===== src/rtl/seven_segment_scan_driver_if.sv =====
// seven_segment_scan_driver_if: load handshake, live display controls and scanned display outputs
interface seven_segment_scan_driver_if #(parameter int NUM_DIGITS = 8);
  localparam int DW = NUM_DIGITS > 1 ? $clog2(NUM_DIGITS) : 1;
  logic load_valid;
  logic load_ready;
  logic [4*NUM_DIGITS-1:0] load_value;
  logic load_mode;
  logic blank_leading_zeros;
  logic [NUM_DIGITS-1:0] blink_mask;
  logic [6:0] segments;
  logic [NUM_DIGITS-1:0] digit_select;
  logic [DW-1:0] current_digit;
  logic frame_done;
  modport master (
    output load_valid, load_value, load_mode, blank_leading_zeros, blink_mask,
    input load_ready, segments, digit_select, current_digit, frame_done
  );
  modport slave (
    input load_valid, load_value, load_mode, blank_leading_zeros, blink_mask,
    output load_ready, segments, digit_select, current_digit, frame_done
  );
endinterface


===== src/rtl/seven_segment_scan_driver.sv =====
// seven_segment_scan_driver: time-multiplexed seven-segment driver with tear-free load, hex/binary decode, blanking and blink
module seven_segment_scan_driver #(
  parameter int NUM_DIGITS = 8,
  parameter int SCAN_DIV = 1000,
  parameter int BLINK_DIV = 64
) (
  input logic clk,
  input logic rst,
  seven_segment_scan_driver_if.slave bus
);
  localparam int DW = NUM_DIGITS > 1 ? $clog2(NUM_DIGITS) : 1;
  localparam int CW = $clog2(SCAN_DIV);
  localparam int FW = BLINK_DIV > 1 ? $clog2(BLINK_DIV) : 1;
  localparam int VW = 4 * NUM_DIGITS;
  localparam logic [6:0] HEX [16] = '{
    7'b1000000, 7'b1111001, 7'b0100100, 7'b0110000,
    7'b0011001, 7'b0010010, 7'b0000010, 7'b1111000,
    7'b0000000, 7'b0010000, 7'b0001000, 7'b0000011,
    7'b1000110, 7'b0100001, 7'b0000110, 7'b0001110
  };
  logic [CW-1:0] dwell;
  logic [DW-1:0] digit;
  logic [VW-1:0] active, pending;
  logic active_mode, pending_mode, pending_valid;
  logic [FW-1:0] frame_cnt;
  logic blink_phase, frame_done;
  logic dwell_end, last_digit, boundary, frame_end, accept;
  logic [3:0] nibble;
  logic lz, blank;
  assign dwell_end = dwell == CW'(SCAN_DIV - 1);
  assign last_digit = digit == DW'(NUM_DIGITS - 1);
  assign boundary = dwell_end && last_digit;
  assign frame_end = frame_cnt == FW'(BLINK_DIV - 1);
  assign accept = bus.load_valid && !pending_valid;
  assign bus.load_ready = !pending_valid;
  assign bus.current_digit = digit;
  assign bus.frame_done = frame_done;
  always_ff @(posedge clk or posedge rst) begin
    if (rst) begin
      dwell <= '0;
      digit <= '0;
      active <= '0;
      active_mode <= 1'b0;
      pending <= '0;
      pending_mode <= 1'b0;
      pending_valid <= 1'b0;
      frame_cnt <= '0;
      blink_phase <= 1'b0;
      frame_done <= 1'b0;
    end else begin
      dwell <= dwell_end ? '0 : dwell + 1'b1;
      if (dwell_end) digit <= last_digit ? '0 : digit + 1'b1;
      frame_done <= boundary;
      if (boundary) begin
        frame_cnt <= frame_end ? '0 : frame_cnt + 1'b1;
        if (frame_end) blink_phase <= ~blink_phase;
        if (pending_valid) begin
          active <= pending;
          active_mode <= pending_mode;
        end
      end
      // Pending only moves to Active at a frame boundary, so a frame never mixes two values
      pending_valid <= accept || (pending_valid && !boundary);
      if (accept) begin
        pending <= bus.load_value;
        pending_mode <= bus.load_mode;
      end
    end
  end
  always_comb begin
    nibble = active[{digit, 2'b00} +: 4];
    lz = digit != '0;
    for (int i = 0; i < NUM_DIGITS; i++)
      if (i >= int'(digit) && active[4*i +: 4] != 4'd0) lz = 1'b0;
    blank = dwell == '0 || (blink_phase && bus.blink_mask[digit]) ||
            (!active_mode && bus.blank_leading_zeros && lz);
    bus.segments = blank ? 7'b1111111 :
                   active_mode ? (active[digit] ? 7'b1111001 : 7'b1000000) : HEX[nibble];
    bus.digit_select = dwell == '0 ? '1 : ~(NUM_DIGITS'(1) << digit);
  end
endmodule


===== src/flat_wrapper.sv =====
// flat-port wrapper written by rule: the top's interface ports become plain ports
module seven_segment_scan_driver_flat 
#(
  parameter int NUM_DIGITS = 8,
  parameter int SCAN_DIV = 1000,
  parameter int BLINK_DIV = 64
)
  (clk, rst, bus_load_valid, bus_load_value, bus_load_mode, bus_blank_leading_zeros, bus_blink_mask, bus_load_ready, bus_segments, bus_digit_select, bus_current_digit, bus_frame_done);
  seven_segment_scan_driver_if #(.NUM_DIGITS(NUM_DIGITS)) bus_i ();
  input logic clk;
  input logic rst;
  input wire logic [$bits(bus_i.load_valid)-1:0] bus_load_valid;
  input wire logic [$bits(bus_i.load_value)-1:0] bus_load_value;
  input wire logic [$bits(bus_i.load_mode)-1:0] bus_load_mode;
  input wire logic [$bits(bus_i.blank_leading_zeros)-1:0] bus_blank_leading_zeros;
  input wire logic [$bits(bus_i.blink_mask)-1:0] bus_blink_mask;
  output wire logic [$bits(bus_i.load_ready)-1:0] bus_load_ready;
  output wire logic [$bits(bus_i.segments)-1:0] bus_segments;
  output wire logic [$bits(bus_i.digit_select)-1:0] bus_digit_select;
  output wire logic [$bits(bus_i.current_digit)-1:0] bus_current_digit;
  output wire logic [$bits(bus_i.frame_done)-1:0] bus_frame_done;
  assign bus_i.load_valid = bus_load_valid;
  assign bus_i.load_value = bus_load_value;
  assign bus_i.load_mode = bus_load_mode;
  assign bus_i.blank_leading_zeros = bus_blank_leading_zeros;
  assign bus_i.blink_mask = bus_blink_mask;
  assign bus_load_ready = bus_i.load_ready;
  assign bus_segments = bus_i.segments;
  assign bus_digit_select = bus_i.digit_select;
  assign bus_current_digit = bus_i.current_digit;
  assign bus_frame_done = bus_i.frame_done;
  seven_segment_scan_driver #(.NUM_DIGITS(NUM_DIGITS), .SCAN_DIV(SCAN_DIV), .BLINK_DIV(BLINK_DIV)) u_core (.clk(clk), .rst(rst), .bus(bus_i));
endmodule

===== config.mk =====
export PLATFORM = sky130hd
export DESIGN_NAME = seven_segment_scan_driver_flat
export DESIGN_NICKNAME = d
export VERILOG_FILES = /design/src/rtl/seven_segment_scan_driver_if.sv /design/src/rtl/seven_segment_scan_driver.sv /design/src/flat_wrapper.sv
export SDC_FILE = /design/constraint.sdc
export NUM_CORES = 1
export LEC_CHECK = 0
export CAP_MARGIN = 20
export CORE_MARGIN = 2
export CORE_UTILIZATION = 37
export DETAILED_ROUTE_END_ITERATION = 16
export SLEW_MARGIN = 0
export SYNTH_ARGS = -nofsm -noshare
export SYNTH_HDL_FRONTEND = slang
export SYNTH_SLANG_ARGS = --single-unit

===== constraint.sdc =====
create_clock -name clk -period 6.5 [get_ports clk]
set_input_delay 1.3 -clock clk [delete_from_list [all_inputs] [get_ports clk]]
set_output_delay 1.3 -clock clk [all_outputs]
set_load 0.02 [all_outputs]

==> summary.md <==
| Metric | Value |
|---|---|
| Status | complete, no violations |
| Clk pwr share | 46.2% |
| Wire per inst | 16.11 um |
| CP Launch Type | input pin |
| Switching share of power | 21.05% |
| Final Util | 47.69% |
| Tcrit/Tclk final | 80.08% |
| GRT Overall Usage | 14.78% |
| Cell total after placement | 549 |
| Vias in the first global route | 2939 |
| Sequential area share after synthesis | 49.65% |
| Fin nets | 477 |
| Internal power | 958.0 uW |
| Post-Syn Area | 4436 um^2 |
| Crit-path leading delay family | buffers and inverters |
| Async SR Flop Fraction | 100.0% |
| Max Slew Vio Count | 0 |
| Die Wd | 113.5 um |
| CTS-repair resized insts | 0 |
| Syn Area/Cell | 12.57 um^2 |
| Distinct cell type count after synthesis | 55 |
| CP required | 5.20 ns |
| Total wire length | 9104 um |
| Die Y | 113.5 um |
| Worst hold path class | flip-flop to flip-flop |
| Largest net degree at the start of global routing | 74 |
| Number of post-CTS setup repair buffers | 0 |
| CTS tree | done |
| Starting Density | 38.35% |
| Bufs and invs on worst path | 2 |
| Clk buf depth | 2 |
| Area contributors post-synth | dfrtp_1, mux2_2, ha_1 |
| Arr. time, crit path | 3.90 ns |
| Max frequency | 192.1 MHz |
| Worst skew pair latency | 0.34 ns |
| Critical Path Slowest Stage Cell | clkdlybuf4s50_1 |
| # fillers | 1061 |
| Post-Place Cell Area | 5189 um^2 |
| Layout area overhead | 24.34% |
| Final hold vios | 0 |
| Post-synth EDFFs | 0 |
| Synth warn | 0 |
| Setup_tns | 0 ns |
| Crit path top cell by count | clkdlybuf4s50_1 |
| Hold WS | 0.4707 ns |
| Leak | 2.451 nW |
| Worst setup path class | input pin to output port |
| Peak supply drop | 0.0001409 V |
| Setup-failing EPs final | 0 |
| Setup Skew | 0.007229 ns |
| CTS buffer count | 9 |
| Min Tclk post-route | 5.205 ns |
| Comb power frac | 5.3% |
| Crit-path max FO | 4 |
| Finished Layout Cells | 565 |
| Seq pwr share | 48.5% |
| Die area | 12880 um^2 |
| Clock root cell | clkbuf_16 |
| HPWL after DPL | 6703 um |
| Port buffer count | 64 |
| Max-slew headroom | 39.66% |
| Top cell type's share of synthesized area | 49.65% |
| Worst setup EP type | output port |
| Vias | 3001 |
| Cells after Synth | 353 |
| Synth area leader | dfrtp_1 |
| Commonest cells in the netlist | dfrtp_1, mux2_2, nand2_1 |
| Cell Pwr Density | 220.0 nW/um^2 |
| Core Region | 11560 um^2 |
| CTS Hold Bufs | 0 |
| Post-Layout Inst Area | 5515 um^2 |
| RSZ-0062 raised after global routing | no |
| RD Place Congestion | 0.8823 |
| Count leader, synth | dfrtp_1 |
| Drt drc | 0 |
| Switching power | 255.5 uW |
| Initial antenna violation count | 0 |
| Max stage delay on crit path | 0.66 ns |
| Clock sink count | 88 |
| Worst-path cell chain | clkdlybuf4s50_1, or4b_2, nor3_1, o2111ai_1, o211a_1, o311ai_1, clkdlybuf4s50_1 |
| Row count | 39 |
| First-pass GRT wire length | 14970 um |
| Number of max-cap violations | 0 |
| DRT Pass-1 Iters | 4 |
| Slew of the pin with the lowest slew margin | 0.9050 ns |
| Mapped Nets | 413 |
| N_diodes | 0 |
| Initial DRC count | 139 |
| Congestion Overflow GR | 0 |
| Routed Antenna Nets | 0 |
| FF+latch count, synth | 88 |
| Ports | 65 |
| CTS clk-pin slew, worst paths | 0.07 ns |
| Share of cells above drive strength 1 | 25.83% |
| Main flop type after synthesis | dfrtp_1 |
| H-tree depth | 3 |
| Drt via density | 5.312 |
## worst paths after layout
check / from / to / slack, ns / depth (start not counted)
max in group asynchronous: rst / u_core.pending[12] / 4.11 / 3
max: bus_blank_leading_zeros / bus_segments[0] / 1.30 / 7
min in group asynchronous: rst / u_core.pending[27] / 1.21 / 2
min reg2reg: u_core.blink_phase / u_core.blink_phase / 0.47 / 1
min: u_core.blink_phase / u_core.blink_phase / 0.47 / 1
max reg2reg: u_core.dwell[0] / u_core.active_mode / 3.94 / 8
## power by group through the flow
stage / registers (mW) / clock network, mW / logic (mW)
global placement: 0.599 / 0 / 0.0639
detailed placement: 0.600 / 0 / 0.0658
floorplan: 0.593 / 0 / 0.0332
global route: 0.592 / 0.598 / 0.0704
finish: 0.588 / 0.561 / 0.0640
CTS: 0.589 / 0.577 / 0.0657
## metrics by stage
step | worst slack [ns] | power (mW)
floorplan | 2.449 | 0.6259
CTS | 1.323 | 1.232
finish | 1.295 | 1.214
global placement | 1.374 | 0.6631
detailed placement | 1.319 | 0.6656
global route | 1.149 | 1.261
## cells by family (layout without fill, tap and decap cells)
| kind of cell | after synthesis | after routing | share of synthesized area, % |
|---|---|---|---|
| mux | 89 | 89 | 25.56 |
| xor+xnor | 8 | 8 | 1.580 |
| fa+ha+maj | 15 | 15 | 4.231 |
| simple gates | 81 | 81 | 9.253 |
| buf+inv | 26 | 95 | 3.131 |
| flops | 88 | 88 | 49.65 |
| compound gates | 46 | 46 | 6.601 |
## cell usage in the layout (no fill, tap or decap), types with 2 or more instances in the layout
cell,n
clkinv_2,2
nor2_1,19
dfrtp_1,88
and3_1,2
xor2_1,4
clkinvlp_4,2
o21ai_0,17
mux2i_1,6
a21oi_1,5
a31oi_1,4
o22ai_1,2
nand3_1,9
clkdlybuf4s50_1,64
nand2_1,27
inv_6,2
nor3_1,4
bufinv_16,2
a21o_1,2
xnor2_1,4
mux4_2,7
clkbuf_16,9
mux2_2,71
o31ai_1,2
ha_1,15
o211ai_1,2
inv_1,9
o21a_1,2
or4_1,5
mux4_1,3
buf_4,3
## sequential cells by signal, summed over array words and instances, names as in the netlist
register                  cells
u_core.active_mode            1
u_core.bus.current_digit      3
u_core.pending_mode           1
u_core.frame_cnt              6
u_core.pending_valid          1
u_core.blink_phase            1
u_core.bus.frame_done         1
u_core.dwell                 10
u_core.active                32
u_core.pending               32
## cell type report
cell class / instances / area, um^2 / share of cell area, %
Sequential cell: 88 / 2202 / 39.93
Inverter: 12 / 47.55 / 0.8621
Clock buffer: 9 / 225.2 / 4.083
Clock inverter: 7 / 101.3 / 1.838
Timing Repair Buffer: 67 / 663.1 / 12.02
Multi-Input combinational cell: 239 / 2097 / 38.02
Tap cell: 143 / 178.9 / 3.244
## worst reg2reg max path, delay by kind of cell (launching register included)
family	cells	cell delay [ns]
buffers and inverters	1	0.15
adder cells (fa/ha/maj)	1	0.24
multiplexers	1	0.40
AND/OR/NAND/NOR	5	1.24
flip-flops	1	0.40
## routing by layer
layer | wire length, um | up-vias | GRT usage, %
met1 | 4216 | 1509 | 19.77
met5 | 0 | - | 0
li1 | - | 1409 | -
met2 | 4304 | 74 | 23.75
met4 | 123 | 0 | 4.553
met3 | 459 | 9 | 3.826
Note: power is estimated with default switching activity, not from simulation.
